$ cat config.mk
export PLATFORM = sky130hd
export DESIGN_NAME = stream_upsizer
export DESIGN_NICKNAME = d
export VERILOG_FILES = /design/src/rtl/stream_pkg.sv /design/src/rtl/stream_upsizer.sv
export SDC_FILE = /design/constraint.sdc
export NUM_CORES = 1
export LEC_CHECK = 0
export BUFFER_PORTS_ARGS = -buffer_cell sky130_fd_sc_hd__buf_2
export CORE_ASPECT_RATIO = 1.25
export CORE_UTILIZATION = 52
export DETAILED_ROUTE_END_ITERATION = 6
export PLACE_DENSITY = 0.84
export REMOVE_ABC_BUFFERS = 1
export SLEW_MARGIN = 25
export SYNTH_ARGS = -nofsm -noshare
export SYNTH_HDL_FRONTEND = slang
export SYNTH_SLANG_ARGS = --single-unit
$ cat constraint.sdc
create_clock -name clk -period 2.3 [get_ports clk]
set_input_delay 0.115 -clock clk [delete_from_list [all_inputs] [get_ports clk]]
set_output_delay 0.115 -clock clk [all_outputs]
set_load 0.02 [all_outputs]
$ cat src/rtl/stream_pkg.sv
// Shared types and helpers for the stream width converters.
package stream_pkg;

  typedef enum logic {FILL, HOLD} upsizer_state_e;

  function automatic int lane_count_width(input int ratio);
    return $clog2(ratio);
  endfunction

endpackage

$ cat src/rtl/stream_upsizer.sv
// Packs RATIO narrow beats (lane 0 first) into one wide word; w_last flushes a partial word.
// Define STREAM_UPSIZER_OVERLAP_EN to let a new beat enter in the same cycle the held word leaves.
module stream_upsizer
  import stream_pkg::*;
#(
  parameter  int IN_WIDTH  = 8,
  parameter  int RATIO     = 4,
  localparam int OUT_WIDTH = IN_WIDTH * RATIO
) (
  input  logic                 clk,
  input  logic                 rstn,
  input  logic                 w_valid,
  output logic                 w_ready,
  input  logic [IN_WIDTH-1:0]  w_data,
  input  logic                 w_last,
  output logic                 r_valid,
  input  logic                 r_ready,
  output logic [OUT_WIDTH-1:0] r_data,
  output logic [RATIO-1:0]     r_keep,
  output logic                 r_last
);

  localparam int CW = lane_count_width(RATIO);

  if (RATIO < 2) begin : g_ratio_check
    $fatal(1, "stream_upsizer: RATIO must be at least 2");
  end

  upsizer_state_e       state_q, state_d;
  logic [CW-1:0]        cnt_q, cnt_d;
  logic [OUT_WIDTH-1:0] data_q, data_d;
  logic [RATIO-1:0]     keep_q, keep_d;
  logic                 last_q, last_d;
  logic                 w_fire, r_fire;

`ifdef STREAM_UPSIZER_OVERLAP_EN
  // Combinational ready path: a held word leaving frees the buffer for this cycle's beat.
  assign w_ready = (state_q == FILL) || r_ready;
`else
  assign w_ready = (state_q == FILL);
`endif

  assign r_valid = (state_q == HOLD);
  assign r_data  = data_q;
  assign r_keep  = keep_q;
  assign r_last  = last_q;
  assign w_fire  = w_valid && w_ready;
  assign r_fire  = r_valid && r_ready;

  always_comb begin
    state_d = state_q;
    cnt_d   = cnt_q;
    data_d  = data_q;
    keep_d  = keep_q;
    last_d  = last_q;
    case (state_q)
      FILL: begin
        if (w_fire) begin
          data_d[cnt_q*IN_WIDTH +: IN_WIDTH] = w_data;
          keep_d[cnt_q] = 1'b1;
          cnt_d         = cnt_q + CW'(1);
          if (cnt_q == CW'(RATIO - 1) || w_last) begin
            state_d = HOLD;
            last_d  = w_last;
            cnt_d   = '0;
          end
        end
      end
      HOLD: begin
        if (r_fire) begin
          data_d  = '0;
          keep_d  = '0;
          last_d  = 1'b0;
          state_d = FILL;
`ifdef STREAM_UPSIZER_OVERLAP_EN
          if (w_fire) begin
            data_d[IN_WIDTH-1:0] = w_data;
            keep_d[0]            = 1'b1;
            if (w_last) begin
              state_d = HOLD;
              last_d  = 1'b1;
              cnt_d   = '0;
            end else begin
              cnt_d = CW'(1);
            end
          end
`endif
        end
      end
      default: state_d = FILL;
    endcase
  end

  always_ff @(posedge clk or negedge rstn) begin
    if (!rstn) begin
      state_q <= FILL;
      cnt_q   <= '0;
      data_q  <= '0;
      keep_q  <= '0;
      last_q  <= 1'b0;
    end else begin
      state_q <= state_d;
      cnt_q   <= cnt_d;
      data_q  <= data_d;
      keep_q  <= keep_d;
      last_q  <= last_d;
    end
  end

endmodule
**Word level (Yosys, flattened, before mapping)**

Cells that the tools add are included.

- Reductions and logical operators: 7
- Order comparisons: 2
- Add/sub/neg operators: 2
- Equal/unequal tests: 4
- Shift operators: 2
- Muxes and demuxes: 18
- Bitwise operators: 2

Operator list:

| kind | number |
|---|---|
| two-way mux 32 bit | 2 |
| case mux 32 bit (2 select lines) | 1 |
| negation 5 -> 34 bit | 1 |
| variable shift 8 x 34 -> 32 bit, first input constant | 1 |
| variable part select 8 x 34 -> 32 bit | 1 |
| bitwise mux 32 bit | 1 |
| two-way mux 4 bit | 2 |
| case mux 4 bit (2 select lines) | 1 |
| two-way mux 1 bit | 7 |
| != test 2 x 1 -> 1 bit, second input constant | 3 |
| OR 4 bit | 1 |
| case mux 1 bit (2 select lines) | 2 |
| AND reduction 2 bit | 2 |
| logical AND 1 bit | 3 |
| < comparator 2 x 3 -> 1 bit, second input constant | 1 |
| AND reduction 3 bit | 1 |
| adder 2 x 1 -> 2 bit, second input constant | 1 |
| demux 1 bit (select 2 bit) | 1 |
| == test 2 bit, second input constant | 1 |
| >= comparator 2 x 1 -> 1 bit, second input constant | 1 |
| two-way mux 2 bit | 1 |
| logical OR 1 bit | 1 |
| inverter 1 bit | 1 |

- Register bits after elaboration: 40
- Bits of input ports: 13

**Longest topological paths before layout**

Gate-level depths: netlist (run 1).

- Depth after elaboration: 7
- Mapped depth: 7

**Worst setup path after synthesis (run 1)**

OpenSTA, ideal clock, no wires.

- Kind: register -> register
- Start point: register cnt_q[0]
- End point: register data_q[16], in the netlist r_data[16]
- Slack: 317 ps
- Buffers on the path: 2
- Period minus slack after synthesis: 1983 ps
- Data arrival time: 1918 ps
- Setup time: 65 ps
- Cell stages (with the launch flop): 8
- Cells stage by stage: dfrtp_1 -> buf_2 -> inv_1 -> ha_1 -> or3b_1 -> buf_2 -> nor3_1 -> mux2_2

- Word-level cells in the longest chain between the ends: 5

RTL lines:

| what | RTL line | RTL |
|---|---|---|
| start, declared | stream_upsizer.sv:30 | `logic [CW-1:0] cnt_q, cnt_d;` |
| start signal, assigned | stream_upsizer.sv:103 | `cnt_q <= cnt_d;` |
| negation 5 -> 34 bit * | stream_upsizer.sv:59 | `data_d[cnt_q*IN_WIDTH +: IN_WIDTH] = w_data;` |
| variable part select 8 x 34 -> 32 bit / variable shift 8 x 34 -> 32 bit (equally long branches) | stream_upsizer.sv:59 |  |
| bitwise mux 32 bit * | stream_upsizer.sv:59 |  |
| two-way mux 32 bit * | stream_upsizer.sv:58 | `if (w_fire) begin` |
| case mux 32 bit (2 select lines) * | stream_upsizer.sv:56 | `case (state_q)` |
| end signal, assigned | stream_upsizer.sv:104 | `data_q <= data_d;` |
| end, declared | stream_upsizer.sv:31 | `logic [OUT_WIDTH-1:0] data_q, data_d;` |

Every way passes the cells marked *; elsewhere a longest branch is shown, timed or not. The select of a mux whose other input is x is not followed.
A chain may end at the register's enable or synchronous reset.

**Worst setup path after layout (run 1)**

- Start point: register cnt_q[1]
- End point: register data_q[9], in the netlist r_data[9]

Same word-level chain as after synthesis.

==> summary.md, run 1 <==
| Metric | Value |
|---|---|
| Status | `finished clean` |
| Initial antenna violation count | `0` |
| Ys flop type | `dfrtp_1` |
| # clock sinks | `40` |
| Final Hold Viols | `0` |
| Worst setup EP type | `flop` |
| Later-pin clock latency in the skew report | `0.29 ns` |
| Worst path arrival time | `2.27 ns` |
| DR pass1 iterations | `5` |
| Critical Path, Cell by Cell | `inv_1 -> ha_1 -> nor3b_1 -> and3_1 -> mux2_2` |
| Most instantiated library cell after synthesis | `dfrtp_1` |
| Crit start category | `flop` |
| Cell Count, Final, Fillers Out | `255` |
| # setup viols final | `0` |
| Critical path required time | `2.53 ns` |
| Post-Syn Instances | `167` |
| Diodes inserted | `0` |
| Worst stage delay on the critical path | `0.62 ns` |
| Fin Clk Skew | `0.00369 ns` |
| DR vias | `1,459` |
| Grt ovf | `0` |
| RSZ-0062 raised after global routing | `false` |
| Internal power | `1.30 mW` |
| # rows | `24` |
| Global-route wire length before repair | `6850 um` |
| Setup bufs post-CTS | `0` |
| Vias in the first global route | `1,417` |
| Yosys cell types | `24` |
| Top Ports | `52` |
| Die W | `56.6 um` |
| CP Class | `flop to flop` |
| Clock share of power | `20.8%` |
| Worst Path Max Fanout | `8` |
| Syn avg cell area | `11.6 um^2` |
| Area contributors post-synth | `dfrtp_1, mux2_2, a22o_1` |
| Largest net degree at the start of global routing | `41` |
| Largest buffer count on any clock path | `2` |
| Final worst path period share | `88.6%` |
| Hold Buf Count CTS | `1` |
| Yosys warns | `0` |
| FF+latch count, synth | `40` |
| RePlAce Congestion | `0.740` |
| Drt wl/cell | `16.0 um` |
| Async set or reset register ratio after synthesis | `100%` |
| Total wire length | `4080 um` |
| Max Clk Rate | `491 MHz` |
| Core ar. | `3510 um^2` |
| Net Switching | `0.771 mW` |
| Leading area contributor after synthesis | `dfrtp_1` |
| Gr usage total | `22.4%` |
| Yosys top cell area share | `51.7%` |
| Die Height | `70.2 um` |
| Buffers on Ports | `51` |
| Initial DRC count | `75` |
| Post-synth EDFFs | `0` |
| CTS buffer count | `5` |
| Final Power | `2.07 mW` |
| Starting Density | `55.1%` |
| P&R area growth vs syn | `17.5%` |
| Sw frac | `37.3%` |
| Slew @ Worst Pin | `0.866 ns` |
| Most frequent cells after synthesis | `dfrtp_1, mux2_2, nand2_1, nor3_1, a22o_1` |
| Htree depth | `2` |
| Max IR drop VDD | `0.000748 V` |
| Sequential power share | `43.4%` |
| Max_slew headroom | `42.3%` |
| Total Neg Setup Slack | `0 ns` |
| Post-CTS Resized | `0` |
| Period minus WS final | `2.04 ns` |
| Syn Std Cell Area | `1940 um^2` |
| Max-cap violations | `0` |
| Post-route ant nets | `0` |
| Hold Crit Class | `primary input to flop` |
| Vias per cell | `5.72` |
| DP Wirelength | `2870 um` |
| Sequential-to-total area share from yosys stat | `51.7%` |
| Critical Path Slowest Stage Cell | `nor3b_1` |
| DIE AREA | `3970 um^2` |
| Final slew viol count | `0` |
| CTS tree | `yes` |
| CTS root buf | `clkbuf_8` |
| DR DRC count | `0` |
| Fraction of layout cells with a size suffix above 1 | `39.8%` |
| Cell count after placement | `247` |
| Nets | `237` |
| Comb power frac | `35.8%` |
| Reg clk slew, reported paths | `0.07 ns` |
| LEAKAGE | `1.22 nW` |
| Pwr/cell area | `909 nW/um^2` |
-- final timing paths --
kind | startpoint | end | slack, ns | cells after the start
hold reg to reg | r_data[12]$_DFFE_PN0P_ | r_data[12]$_DFFE_PN0P_ | 0.50 | 1
setup reg to reg | cnt_q[1]$_DFFE_PN0P_ | r_data[9]$_DFFE_PN0P_ | 0.26 | 5
max in group asynchronous | rstn | r_data[0]$_DFFE_PN0P_ | 1.28 | 2
min in group asynchronous | rstn | r_keep[1]$_DFFE_PN0P_ | 0.48 | 2
hold / removal | w_last | r_valid$_DFF_PN0_ | 0.11 | 3
setup / recovery | cnt_q[1]$_DFFE_PN0P_ | r_data[9]$_DFFE_PN0P_ | 0.26 | 5
-- power by group through the flow --
stage | clock network, mW | registers [mW] | logic (mW)
6_report | 0.430 | 0.897 | 0.740
5_1_grt | 0.472 | 0.917 | 0.806
4_1_cts | 0.440 | 0.896 | 0.740
3_5_place_dp | 0 | 0.910 | 0.733
3_3_place_gp | 0 | 0.906 | 0.720
2_1_floorplan | 0 | 1.04 | 0.361
-- cell usage in the layout (no fill, tap or decap), drive strengths merged --
cell type,synthesis,layout
a22oi,1,1
inv,7,7
dlygate4sd3,0,1
a21oi,5,5
clkbuf,3,6
nand2b,3,3
nand2,17,17
o21ai,2,2
o22ai,4,4
or2,1,1
a221oi,1,1
a22o,12,12
and2,1,1
or3b,1,1
ha,8,8
clkinv,0,1
nor3b,1,1
mux2,25,25
buf,8,52
nor2b,1,1
dfrtp,40,40
nor4b,1,1
and3,8,8
nor3,17,17
-- critical path: cells and delay by family, from the launching register on --
family / cells / cell delay, ns
mux: 1 / 0.14
simple gates: 2 / 0.89
flops: 1 / 0.43
buf+inv: 1 / 0.12
fa+ha+maj: 1 / 0.39
-- metal layers --
metal / routed length [um] / global-route usage [%] / up-vias / part of all wire (%)
li1: - / - / 687 / -
met1: 1780 / 31.1 / 699 / 44
met2: 1940 / 34.6 / 68 / 48
met3: 295 / 5.19 / 5 / 7.2
met4: 65 / 7.05 / 0 / 1.6
met5: 0 / 0 / - / 0
-- per-stage QoR --
stage               cell area (um^2)  hold slack (ns)  utilization [%]  worst slack [ns]
detailed placement              2190            0.288             62.2             0.333
global route                    2270           0.0956             64.7            0.0993
CTS                             2270           0.0906             64.7             0.290
finish                          2270            0.110             64.7             0.262
global placement                2190            0.283             62.2             0.346
floorplan                       1870           -0.181                -             0.302
-- logic make-up (layout without fill, tap and decap cells) --
family                   after synthesis  count (layout)  synth area share (%)
AND/OR/NAND/NOR                       51              51                  14.7
flip-flops                            40              40                  51.7
AO/OA/AOI/OAI                         25              25                  9.37
multiplexers                          25              25                  14.5
buffers and inverters                 18              67                  4.53
adder cells (fa/ha/maj)                8               8                  5.17
-- sequential cells by signal, summed over array words and instances, names as in the netlist --
name     count
r_last       1
r_keep       4
r_data      32
cnt_q        2
r_valid      1
-- cell type report --
class	count	area, um^2
Tap cell	39	48.8
Clock inverter	1	5.00
Timing Repair Buffer	53	273
Clock buffer	6	72.6
Multi-Input combinational cell	109	847
Fill cell	271	1240
Inverter	7	26.3
Sequential cell	40	1000
(Power assumes the default switching activity.)
==> inputs of run 2 (changes only) <==
==> constraint.sdc (replaced) <==
create_clock -name clk -period 2.3 [get_ports clk]
set_input_delay 0.69 -clock clk [delete_from_list [all_inputs] [get_ports clk]]
set_output_delay 0.69 -clock clk [all_outputs]
set_load 0.02 [all_outputs]
==> run 2 against run 1 <==
Clock-buffer cell count increased by 2; power increased by 2.4%; clock power is 10% higher; final cell count up 0.78%; register-to-register slack improved by 0.03 ns; clock skew fell by 0.0020 ns; critical path type unchanged; critical endpoint is now r_data[10]$_DFFE_PN0P_; highest routed layer unchanged.
==> summary.md, run 2 (synthesis results as in run 1) <==
| Metric | Value |
|---|---|
| Cell Area, Placed | `2210 um^2` |
| Reg clk slew, reported paths | `0.07 ns` |
| Final Instance Area | `2300 um^2` |
| Sequential power share | `42.3%` |
| Initial antenna violation count | `0` |
| Period minus WS final | `2.01 ns` |
| Total wire length | `4020 um` |
| Final slew viol count | `0` |
| Diodes inserted | `0` |
| Status | `finished clean` |
| Slew @ Worst Pin | `0.645 ns` |
| Global-route wire length before repair | `6650 um` |
| Critical Path Slowest Stage Cell | `nor3b_1` |
| Grt ovf | `0` |
| Pwr/cell area | `919 nW/um^2` |
| Nets | `238` |
| Critical Path, Cell by Cell | `inv_1 -> ha_1 -> nor3b_1 -> and3_1 -> mux2_2` |
| Worst setup EP type | `flop` |
| CTS root buf | `clkbuf_8` |
| P&R area growth vs syn | `19.0%` |
| Commonest cells after routing, fill and taps aside | `buf_2, dfrtp_1, mux2_2` |
| Cell Count, Final, Fillers Out | `257` |
| CTS buffer count | `5` |
| Crit start category | `flop` |
| Hold Buf Count CTS | `0` |
| Top Ports | `52` |
| Post-CTS Resized | `0` |
| CTS tree | `yes` |
| Worst Path Max Fanout | `8` |
| Fraction of layout cells with a size suffix above 1 | `40.4%` |
| Worst stage delay on the critical path | `0.57 ns` |
| Die W | `56.6 um` |
| CP Class | `flop to flop` |
| Initial DRC count | `63` |
| Setup bufs post-CTS | `0` |
| RePlAce Congestion | `0.783` |
| Later-pin clock latency in the skew report | `0.29 ns` |
| # rows | `24` |
| # setup viols final | `0` |
| Final worst path period share | `87.2%` |
| Max_slew headroom | `56.9%` |
| Cell count after placement | `249` |
| RSZ-0062 raised after global routing | `false` |
| Most common cell after layout, fill and taps aside | `buf_2` |
| DIE AREA | `3970 um^2` |
| Largest register FFs | `32` |
| Total Neg Setup Slack | `0 ns` |
| Htree depth | `2` |
| Starting Density | `55.1%` |
| Post-route ant nets | `0` |
| Largest buffer count on any clock path | `2` |
| Vias in the first global route | `1,382` |
| Vias per cell | `5.63` |
| Buffers on Ports | `51` |
| Max-cap violations | `0` |
| DR vias | `1,448` |
| Source of the worst register-to-register timing path | `cnt_q[1]$_DFFE_PN0P_` |
| Comb power frac | `35.3%` |
| Fin Clk Skew | `0.00169 ns` |
| Gr usage total | `22.1%` |
| DR pass1 iterations | `4` |
| Critical path required time | `2.53 ns` |
| Internal power | `1.34 mW` |
| Sw frac | `36.5%` |
| Largest net degree at the start of global routing | `22` |
| R2R cell count | `5` |
| Core ar. | `3510 um^2` |
| LEAKAGE | `1.23 nW` |
| Die Height | `70.2 um` |
| Max Clk Rate | `498 MHz` |
| Net Switching | `0.773 mW` |
| Max IR drop VDD | `0.000729 V` |
| Worst path arrival time | `2.24 ns` |
| # clock sinks | `40` |
| Clock share of power | `22.3%` |
| Reg2Reg Capture Point | `r_data[10]$_DFFE_PN0P_` |
| Drt wl/cell | `15.6 um` |
| Final Hold Viols | `0` |
| Hold Crit Class | `primary input to asynchronous set/reset pin` |
| DP Wirelength | `2890 um` |
| Flop-to-flop setup slack | `0.29 ns` |
| DR DRC count | `0` |
run 2: changes by cell type in the layout (fill, tap and decap cells not counted), sizes merged:
cell | before | now
buf | 52 | 54
clkbuf | 6 | 8
clkinv | 1 | 0
dlygate4sd3 | 1 | 0
run 2: how the worst max path moves through the flow:
stage | from | endpoint | slack (ns) | depth (start not counted)
finish | cnt_q[1]$_DFFE_PN0P_ | r_data[10]$_DFFE_PN0P_ | 0.29 | 5
global route | cnt_q[1]$_DFFE_PN0P_ | r_data[13]$_DFFE_PN0P_ | 0.14 | 5
CTS | cnt_q[1]$_DFFE_PN0P_ | r_data[10]$_DFFE_PN0P_ | 0.31 | 5
detailed placement | w_valid | r_data[10]$_DFFE_PN0P_ | 0.35 | 4
global placement | w_valid | r_data[27]$_DFFE_PN0P_ | 0.36 | 4
floorplan | cnt_q[0]$_DFFE_PN0P_ | r_data[16]$_DFFE_PN0P_ | 0.30 | 5
run 2: critical path: cells and delay by family, from the launching register on:
family | cells | cell delay (ns)
fa+ha+maj | 1 | 0.40
buf+inv | 1 | 0.12
flops | 1 | 0.44
mux | 1 | 0.15
simple gates | 2 | 0.84
run 2: stage by stage:
step                utilization (%)  setup slack [ns]  hold slack, ns  power, mW
finish                         65.6             0.293           0.342       2.12
global route                   65.6             0.139           0.373       2.24
CTS                            65.6             0.311           0.358       2.13
detailed placement             63.0             0.353           0.490       1.65
global placement               63.0             0.361           0.481       1.64
floorplan                         -             0.302           0.394       1.40
run 2: routing by layer:
| layer | vias to the layer above | GRT usage, % | share of wire (%) |
|---|---|---|---|
| met2 | 45 | 34.4 | 50 |
| li1 | 693 | - | - |
| met5 | - | 0 | 0 |
| met3 | 9 | 5.56 | 5.0 |
| met1 | 701 | 29.8 | 43 |
| met4 | 0 | 8.40 | 1.9 |
run 2: cell type report:
class,count,area [um^2]
fill,278,1210
timing repair buffer,54,290
sequential,40,1000
multi-input combinational,109,847
clock buffer,8,90.1
tap,39,48.8
inverter,7,26.3
run 2: power by group through the flow:
stage / combinational [mW] / clock (mW) / sequential (mW)
6_report: 0.747 / 0.473 / 0.896
5_1_grt: 0.810 / 0.511 / 0.915
4_1_cts: 0.750 / 0.483 / 0.895
3_5_place_dp: 0.744 / 0 / 0.908
3_3_place_gp: 0.730 / 0 / 0.905
2_1_floorplan: 0.361 / 0 / 1.04
